## src/rtl/tcm_req_bridge_if.sv

```systemverilog
`default_nettype none
// ============================================================================
//  Module   : tcm_req_bridge_if
//  Purpose  : Bundles the request channel, the response channel and the
//             single-port TCM SRAM signals of the TCM request bridge.
//  Modports : master - bridge view (takes requests, returns responses,
//                      drives the TCM)
//             slave  - environment view (requester, response consumer
//                      and TCM memory)
//  Signals  : req_valid_i/req_ready_o/req_addr_i/req_we_i/req_be_i/
//             req_wdata_i, rsp_valid_o/rsp_ready_i/rsp_rdata_o/rsp_err_o,
//             tcm_en_o/tcm_addr_o/tcm_wdata_o/tcm_we_o/tcm_be_o/tcm_rdata_i
//             (suffixes are relative to the bridge)
//  Revision : 1.0 - initial release
// ============================================================================
interface tcm_req_bridge_if #(
    parameter int DATA_WIDTH = 32,
    parameter int ADDR_WIDTH = 15
);
    logic                    req_valid_i;
    logic                    req_ready_o;
    logic [ADDR_WIDTH-1:0]   req_addr_i;
    logic                    req_we_i;
    logic [DATA_WIDTH/8-1:0] req_be_i;
    logic [DATA_WIDTH-1:0]   req_wdata_i;

    logic                    rsp_valid_o;
    logic                    rsp_ready_i;
    logic [DATA_WIDTH-1:0]   rsp_rdata_o;
    logic                    rsp_err_o;

    logic                    tcm_en_o;
    logic [ADDR_WIDTH-1:0]   tcm_addr_o;
    logic [DATA_WIDTH-1:0]   tcm_wdata_o;
    logic                    tcm_we_o;
    logic [DATA_WIDTH/8-1:0] tcm_be_o;
    logic [DATA_WIDTH-1:0]   tcm_rdata_i;

    modport master (
        input  req_valid_i, req_addr_i, req_we_i, req_be_i, req_wdata_i,
        output req_ready_o,
        output rsp_valid_o, rsp_rdata_o, rsp_err_o,
        input  rsp_ready_i,
        output tcm_en_o, tcm_addr_o, tcm_wdata_o, tcm_we_o, tcm_be_o,
        input  tcm_rdata_i
    );

    modport slave (
        output req_valid_i, req_addr_i, req_we_i, req_be_i, req_wdata_i,
        input  req_ready_o,
        input  rsp_valid_o, rsp_rdata_o, rsp_err_o,
        output rsp_ready_i,
        input  tcm_en_o, tcm_addr_o, tcm_wdata_o, tcm_we_o, tcm_be_o,
        output tcm_rdata_i
    );
endinterface
`default_nettype wire

```

## src/rtl/tcm_req_bridge.sv

```systemverilog
`default_nettype none
// ============================================================================
//  Module   : tcm_req_bridge
//  Purpose  : Initiator-side bridge from a valid/ready request channel to a
//             single-port TCM with fixed one-cycle read latency. Responses
//             are returned in order through a bypassable 2-entry FIFO;
//             misaligned requests get an error response and never reach
//             the TCM.
//  Ports    : clk_i - clock, rising edge
//             rst_i - synchronous active-high reset
//             bus   - tcm_req_bridge_if.master (request, response, TCM)
//  Revision : 1.0 - initial release
// ============================================================================
module tcm_req_bridge #(
    parameter int DATA_WIDTH = 32,
    parameter int ADDR_WIDTH = 15
) (
    input  wire logic          clk_i,
    input  wire logic          rst_i,
    tcm_req_bridge_if.master   bus
);
    localparam int c_BE_W  = DATA_WIDTH / 8;
    localparam int c_OFF_W = $clog2(c_BE_W);

    // In-flight stage: the request accepted in the previous cycle
    logic r_inf_valid;
    logic r_inf_read;
    logic r_inf_err;

    // Response FIFO: two entries, 1-bit pointers wrap naturally
    logic [DATA_WIDTH-1:0] r_fifo_rdata [2];
    logic                  r_fifo_err   [2];
    logic                  r_wr_ptr;
    logic                  r_rd_ptr;
    logic [1:0]            r_cnt;

    logic                  w_misaligned;
    logic [ADDR_WIDTH-1:0] w_word_addr;
    logic                  w_req_ready;
    logic                  w_accept;
    logic                  w_tcm_access;
    logic                  w_fifo_empty;
    logic [DATA_WIDTH-1:0] w_res_rdata;
    logic                  w_res_err;
    logic                  w_push;
    logic                  w_pop;

    generate
        if (c_OFF_W > 0) begin : g_align_chk
            assign w_misaligned = |bus.req_addr_i[c_OFF_W-1:0];
            assign w_word_addr  = {bus.req_addr_i[ADDR_WIDTH-1:c_OFF_W], {c_OFF_W{1'b0}}};
        end else begin : g_no_align_chk
            assign w_misaligned = 1'b0;
            assign w_word_addr  = bus.req_addr_i;
        end
    endgenerate

    // Credits come from registered state only, so a response that cannot
    // be consumed always has a FIFO slot waiting for it.
    assign w_req_ready  = !rst_i && (({1'b0, r_cnt} + {2'b00, r_inf_valid}) < 3'd2);
    assign w_accept     = bus.req_valid_i && w_req_ready;
    assign w_tcm_access = w_accept && !w_misaligned;

    assign bus.req_ready_o = w_req_ready;
    assign bus.tcm_en_o    = w_tcm_access;
    assign bus.tcm_addr_o  = w_word_addr;
    assign bus.tcm_wdata_o = bus.req_wdata_i;
    assign bus.tcm_we_o    = w_tcm_access && bus.req_we_i;
    assign bus.tcm_be_o    = !w_tcm_access ? '0 :
                             (bus.req_we_i ? bus.req_be_i : {c_BE_W{1'b1}});

    // Resolving response: TCM read data is valid only in this cycle
    assign w_res_rdata = (r_inf_valid && r_inf_read) ? bus.tcm_rdata_i : '0;
    assign w_res_err   = r_inf_valid && r_inf_err;

    assign w_fifo_empty = (r_cnt == 2'd0);

    // Head of FIFO has priority; the in-flight response bypasses only when
    // the FIFO is empty, which keeps responses in order.
    assign bus.rsp_valid_o = !rst_i && (!w_fifo_empty || r_inf_valid);
    assign bus.rsp_rdata_o = rst_i ? '0 : (w_fifo_empty ? w_res_rdata : r_fifo_rdata[r_rd_ptr]);
    assign bus.rsp_err_o   = !rst_i && (w_fifo_empty ? w_res_err : r_fifo_err[r_rd_ptr]);

    assign w_pop  = !w_fifo_empty && bus.rsp_ready_i;
    assign w_push = r_inf_valid && !(w_fifo_empty && bus.rsp_ready_i);

    always_ff @(posedge clk_i) begin
        if (rst_i) begin
            r_inf_valid <= 1'b0;
            r_inf_read  <= 1'b0;
            r_inf_err   <= 1'b0;
            r_wr_ptr    <= 1'b0;
            r_rd_ptr    <= 1'b0;
            r_cnt       <= 2'd0;
            for (int i = 0; i < 2; i++) begin
                r_fifo_rdata[i] <= '0;
                r_fifo_err[i]   <= 1'b0;
            end
        end else begin
            r_inf_valid <= w_accept;
            r_inf_read  <= w_tcm_access && !bus.req_we_i;
            r_inf_err   <= w_accept && w_misaligned;
            if (w_push) begin
                r_fifo_rdata[r_wr_ptr] <= w_res_rdata;
                r_fifo_err[r_wr_ptr]   <= w_res_err;
                r_wr_ptr               <= ~r_wr_ptr;
            end
            if (w_pop) begin
                r_rd_ptr <= ~r_rd_ptr;
            end
            r_cnt <= r_cnt + {1'b0, w_push} - {1'b0, w_pop};
        end
    end
endmodule
`default_nettype wire
```

## src/flat_wrapper.sv

```systemverilog
// flat-port wrapper written by rule: the top's interface ports become plain ports
module tcm_req_bridge_flat 
#(
    parameter int DATA_WIDTH = 32,
    parameter int ADDR_WIDTH = 15
)
  (clk_i, rst_i, bus_req_valid_i, bus_req_addr_i, bus_req_we_i, bus_req_be_i, bus_req_wdata_i, bus_req_ready_o, bus_rsp_valid_o, bus_rsp_rdata_o, bus_rsp_err_o, bus_rsp_ready_i, bus_tcm_en_o, bus_tcm_addr_o, bus_tcm_wdata_o, bus_tcm_we_o, bus_tcm_be_o, bus_tcm_rdata_i);
  tcm_req_bridge_if #(.DATA_WIDTH(DATA_WIDTH), .ADDR_WIDTH(ADDR_WIDTH)) bus_i ();
  input  wire logic clk_i;
  input  wire logic rst_i;
  input wire logic [$bits(bus_i.req_valid_i)-1:0] bus_req_valid_i;
  input wire logic [$bits(bus_i.req_addr_i)-1:0] bus_req_addr_i;
  input wire logic [$bits(bus_i.req_we_i)-1:0] bus_req_we_i;
  input wire logic [$bits(bus_i.req_be_i)-1:0] bus_req_be_i;
  input wire logic [$bits(bus_i.req_wdata_i)-1:0] bus_req_wdata_i;
  output wire logic [$bits(bus_i.req_ready_o)-1:0] bus_req_ready_o;
  output wire logic [$bits(bus_i.rsp_valid_o)-1:0] bus_rsp_valid_o;
  output wire logic [$bits(bus_i.rsp_rdata_o)-1:0] bus_rsp_rdata_o;
  output wire logic [$bits(bus_i.rsp_err_o)-1:0] bus_rsp_err_o;
  input wire logic [$bits(bus_i.rsp_ready_i)-1:0] bus_rsp_ready_i;
  output wire logic [$bits(bus_i.tcm_en_o)-1:0] bus_tcm_en_o;
  output wire logic [$bits(bus_i.tcm_addr_o)-1:0] bus_tcm_addr_o;
  output wire logic [$bits(bus_i.tcm_wdata_o)-1:0] bus_tcm_wdata_o;
  output wire logic [$bits(bus_i.tcm_we_o)-1:0] bus_tcm_we_o;
  output wire logic [$bits(bus_i.tcm_be_o)-1:0] bus_tcm_be_o;
  input wire logic [$bits(bus_i.tcm_rdata_i)-1:0] bus_tcm_rdata_i;
  assign bus_i.req_valid_i = bus_req_valid_i;
  assign bus_i.req_addr_i = bus_req_addr_i;
  assign bus_i.req_we_i = bus_req_we_i;
  assign bus_i.req_be_i = bus_req_be_i;
  assign bus_i.req_wdata_i = bus_req_wdata_i;
  assign bus_req_ready_o = bus_i.req_ready_o;
  assign bus_rsp_valid_o = bus_i.rsp_valid_o;
  assign bus_rsp_rdata_o = bus_i.rsp_rdata_o;
  assign bus_rsp_err_o = bus_i.rsp_err_o;
  assign bus_i.rsp_ready_i = bus_rsp_ready_i;
  assign bus_tcm_en_o = bus_i.tcm_en_o;
  assign bus_tcm_addr_o = bus_i.tcm_addr_o;
  assign bus_tcm_wdata_o = bus_i.tcm_wdata_o;
  assign bus_tcm_we_o = bus_i.tcm_we_o;
  assign bus_tcm_be_o = bus_i.tcm_be_o;
  assign bus_i.tcm_rdata_i = bus_tcm_rdata_i;
  tcm_req_bridge #(.DATA_WIDTH(DATA_WIDTH), .ADDR_WIDTH(ADDR_WIDTH)) u_core (.clk_i(clk_i), .rst_i(rst_i), .bus(bus_i));
endmodule
```

## config.mk

```make
export PLATFORM = sky130hd
export DESIGN_NAME = tcm_req_bridge_flat
export DESIGN_NICKNAME = d
export VERILOG_FILES = /design/src/rtl/tcm_req_bridge_if.sv /design/src/rtl/tcm_req_bridge.sv /design/src/flat_wrapper.sv
export SDC_FILE = /design/constraint.sdc
export NUM_CORES = 1
export LEC_CHECK = 0
export CAP_MARGIN = 40
export CORE_MARGIN = 3
export CORE_UTILIZATION = 46
export CTS_CLUSTER_DIAMETER = 200
export CTS_CLUSTER_SIZE = 8
export DETAILED_ROUTE_END_ITERATION = 16
export PLACE_DENSITY_LB_ADDON = 0.12
export SYNTH_ARGS = -nofsm -noshare
export SYNTH_HDL_FRONTEND = slang
export SYNTH_SLANG_ARGS = --single-unit
```

## constraint.sdc

```tcl
create_clock -name clk_i -period 5.9 [get_ports clk_i]
set_input_delay 0.885 -clock clk_i [delete_from_list [all_inputs] [get_ports clk_i]]
set_output_delay 0.885 -clock clk_i [all_outputs]
set_load 0.01 [all_outputs]
```

==> run metrics <==
status complete, no violations; Simple-Gate Fraction of Synth Area 18.0%; post-synth top area share 49.3%; Rel. slew slack 40.7%; LEAKAGE 1.60 nW; Sw Share 31.4%; fin. max-slew vios 0; post-synthesis adder-cell area fraction 0.622%; Finished Layout Cells 530; clock transition at the registers of the reported paths 0.07 ns; hold_buf cts 0; Post-Place Cell Area 4540 sq um; remaining global-route overflow 0; top cells by area, synth edfxtp_1, a211oi_1, buf_4, nor2_1, nor2b_1; ANT nets after route 0; Post-synth EDFFs 66; CTS tree built; Core Util, Final 57.5%; R2R depth 4; Die Area 9900 sq um; worst r2r dst u_core.r_fifo_rdata[1][15]$_SDFFCE_PN0P_; Initial Util 48.2%; Layout area overhead 19.2%; Final HPWL DP 5.33 mm; Antenna diodes 0; largest family of logic cells by synthesized area simple AND/OR/NAND/NOR gates; Internal 1.23 mW; Mapped Area 4020 sq um; max cap viols 0; share of cells above drive strength 1 6.82%; register share of total power 37.2%; Yosys reg bits 74; Async SR Flop Fraction 0%; I/O pins 176; RSZ-0062 raised after global routing false; R2R Setup Slk 3.64 ns; Placer Congestion 0.720; setup TNS 0 ns; Compound-Gate Fraction of Synth Area 13.6%; Clock Tree Buf Depth 2; Hold Path Class flop to flop; core footprint 8340 sq um; Logic pwr share 36.5%; die width 99.5 microns; PortBufs 83; post-cts resize count 0; Setup CP Type input pin to output pin; Num Clock Sinks 74; xor/xnor share of the synthesized area 0.436%; cell taking the most area after synthesis edfxtp_1; number of global-route vias before repair 2713; R2R Path Start u_core.r_cnt[1]$_SDFF_PP0_; placed insts 514; Critical Path Source rst_i; Mapped Cells 396; Root Driver clkbuf_8; Skew-Pair Late Insertion Delay 0.34 ns; Final Skew 0.00674 ns; Net Sw Power 0.562 mW; WHS Endpoint u_core.r_rd_ptr$_SDFFE_PP0P_; ys flop type edfxtp_1; multiplexer share of the synthesized area 0%; VDD IR max 0.000247 V; Final Hold Viols 0; Max FO, Critical Path 45; synthesized area per cell 10.2 sq um; TritonCTS Buffers 9; WL/cell 15.8 microns; sequential share of the synthesized area 53.3%; drt pass-1 iters 4; Vias 2786; Yosys cell types 30; f_max 0.287 GHz; CTS H-tree lvls 3; Hold Path Cell Cnt 2; Nets 510; initial antenna violation count 0; first-pass GRT wire length 13.3 mm; all-layer global routing usage 17.0%; Worst-Margin Slew 0.889 ns; final setup violation count 0; crit path launch type input pin; Final Instance Area 4790 sq um; DIE HEIGHT 99.5 microns; post-CTS setup buffer count 0; CP arrival 2.60 ns; fin crit share 59.1%; CP endpoint kind output pin; min Tclk post-route 3.49 ns; Power Density 373 nW/um^2; hold path start u_core.r_rd_ptr$_SDFFE_PP0P_; largest net degree at the start of global routing 46; DRT iter0 DRCs 103; final WL 8.38 mm; row cnt 33; clock network power share 26.3%; via/cell ratio 5.26; YS warnings 0; final hold slack 0.511 ns; DRC viols 0; Critical Path RT 5.02 ns
[worst max-delay path by stage]
stage | slack [ns] | cells past startpoint | end
2_1_floorplan | 3.18 | 4 | bus_tcm_be_o[0]
3_3_place_gp | 2.16 | 4 | u_core.r_fifo_rdata[1][8]$_SDFFCE_PN0P_
3_5_place_dp | 2.39 | 5 | bus_tcm_be_o[3]
4_1_cts | 2.39 | 5 | bus_tcm_be_o[0]
5_1_grt | 2.26 | 5 | bus_tcm_be_o[2]
6_report | 2.41 | 5 | bus_tcm_be_o[1]
[state kept, by name, summed over array words and instances, names as in the netlist, named ones only]
register	count
u_core.r_wr_ptr	1
u_core.r_inf_valid	1
u_core.r_cnt	2
u_core.r_rd_ptr	1
u_core.r_fifo_err	2
u_core.r_inf_err	1
u_core.r_inf_read	1
u_core.r_fifo_rdata	64
[layout make-up]
cell class | instances | area (sq um)
clock buffer | 13 | 181
sequential | 74 | 2140
multi-input combinational | 236 | 1330
clock inverter | 3 | 67.6
timing repair buffer | 89 | 903
fill | 754 | 3550
inverter | 10 | 37.5
tap | 105 | 131
[routing by layer]
layer | global-route usage [%] | wire length (microns) | vias up
li1 | - | - | 1381
met1 | 22.1 | 3690 | 1304
met4 | 8.93 | 247 | 0
met2 | 26.6 | 3880 | 71
met5 | 0 | 0 | -
met3 | 3.79 | 566 | 30
[critical path, stage by stage]
cell             delay (ns)
buf_2                  0.38
a211oi_2               0.38
nand3_1                0.23
a21oi_1                0.17
clkdlybuf4s50_1        0.55
[through the flow]
stage | total power [mW] | setup slack [ns]
2_1_floorplan | 1.09 | 3.18
3_3_place_gp | 1.30 | 2.16
3_5_place_dp | 1.33 | 2.39
4_1_cts | 1.80 | 2.39
5_1_grt | 1.89 | 2.26
6_report | 1.79 | 2.41
[cell usage in the layout, fill, tap and decap left out, drive strengths merged]
master,n
or3b,1
clkdlybuf4s50,82
bufinv,2
xor2,2
a21o,1
nand4b,1
nor2,74
or2,1
clkbuf,13
clkinvlp,1
nand2b,2
nor2b,35
a21oi,4
a211oi,67
ha,2
o21ai,2
conb,2
edfxtp,66
inv,10
nand3,2
dfxtp,8
nor3,2
and2,4
buf,7
nand2,33
and3,1
[synthesized netlist by cell type (all sizes together) (4+ instances only)]
cell type and instances:
nor2 74, a211oi 67, buf 67, edfxtp 66
nor2b 35, nand2 33, clkbuf 10, inv 10
dfxtp 8, a21oi 4, and2 4
[power by group through the flow]
stage	clock network (mW)	logic, mW	registers, mW
after floorplan	0	0.441	0.650
after global placement	0	0.630	0.674
after detailed placement	0	0.654	0.676
after CTS	0.480	0.659	0.665
after global routing	0.502	0.712	0.672
final	0.471	0.653	0.665
[cell families after synthesis]
kind of cell | after synthesis
flip-flops | 74
AND/OR/NAND/NOR | 156
buffers and inverters | 87
adder cells (fa/ha/maj) | 2
XOR/XNOR | 2
AO/OA/AOI/OAI | 74
other | 1
Power figures use the tool's default switching activity.
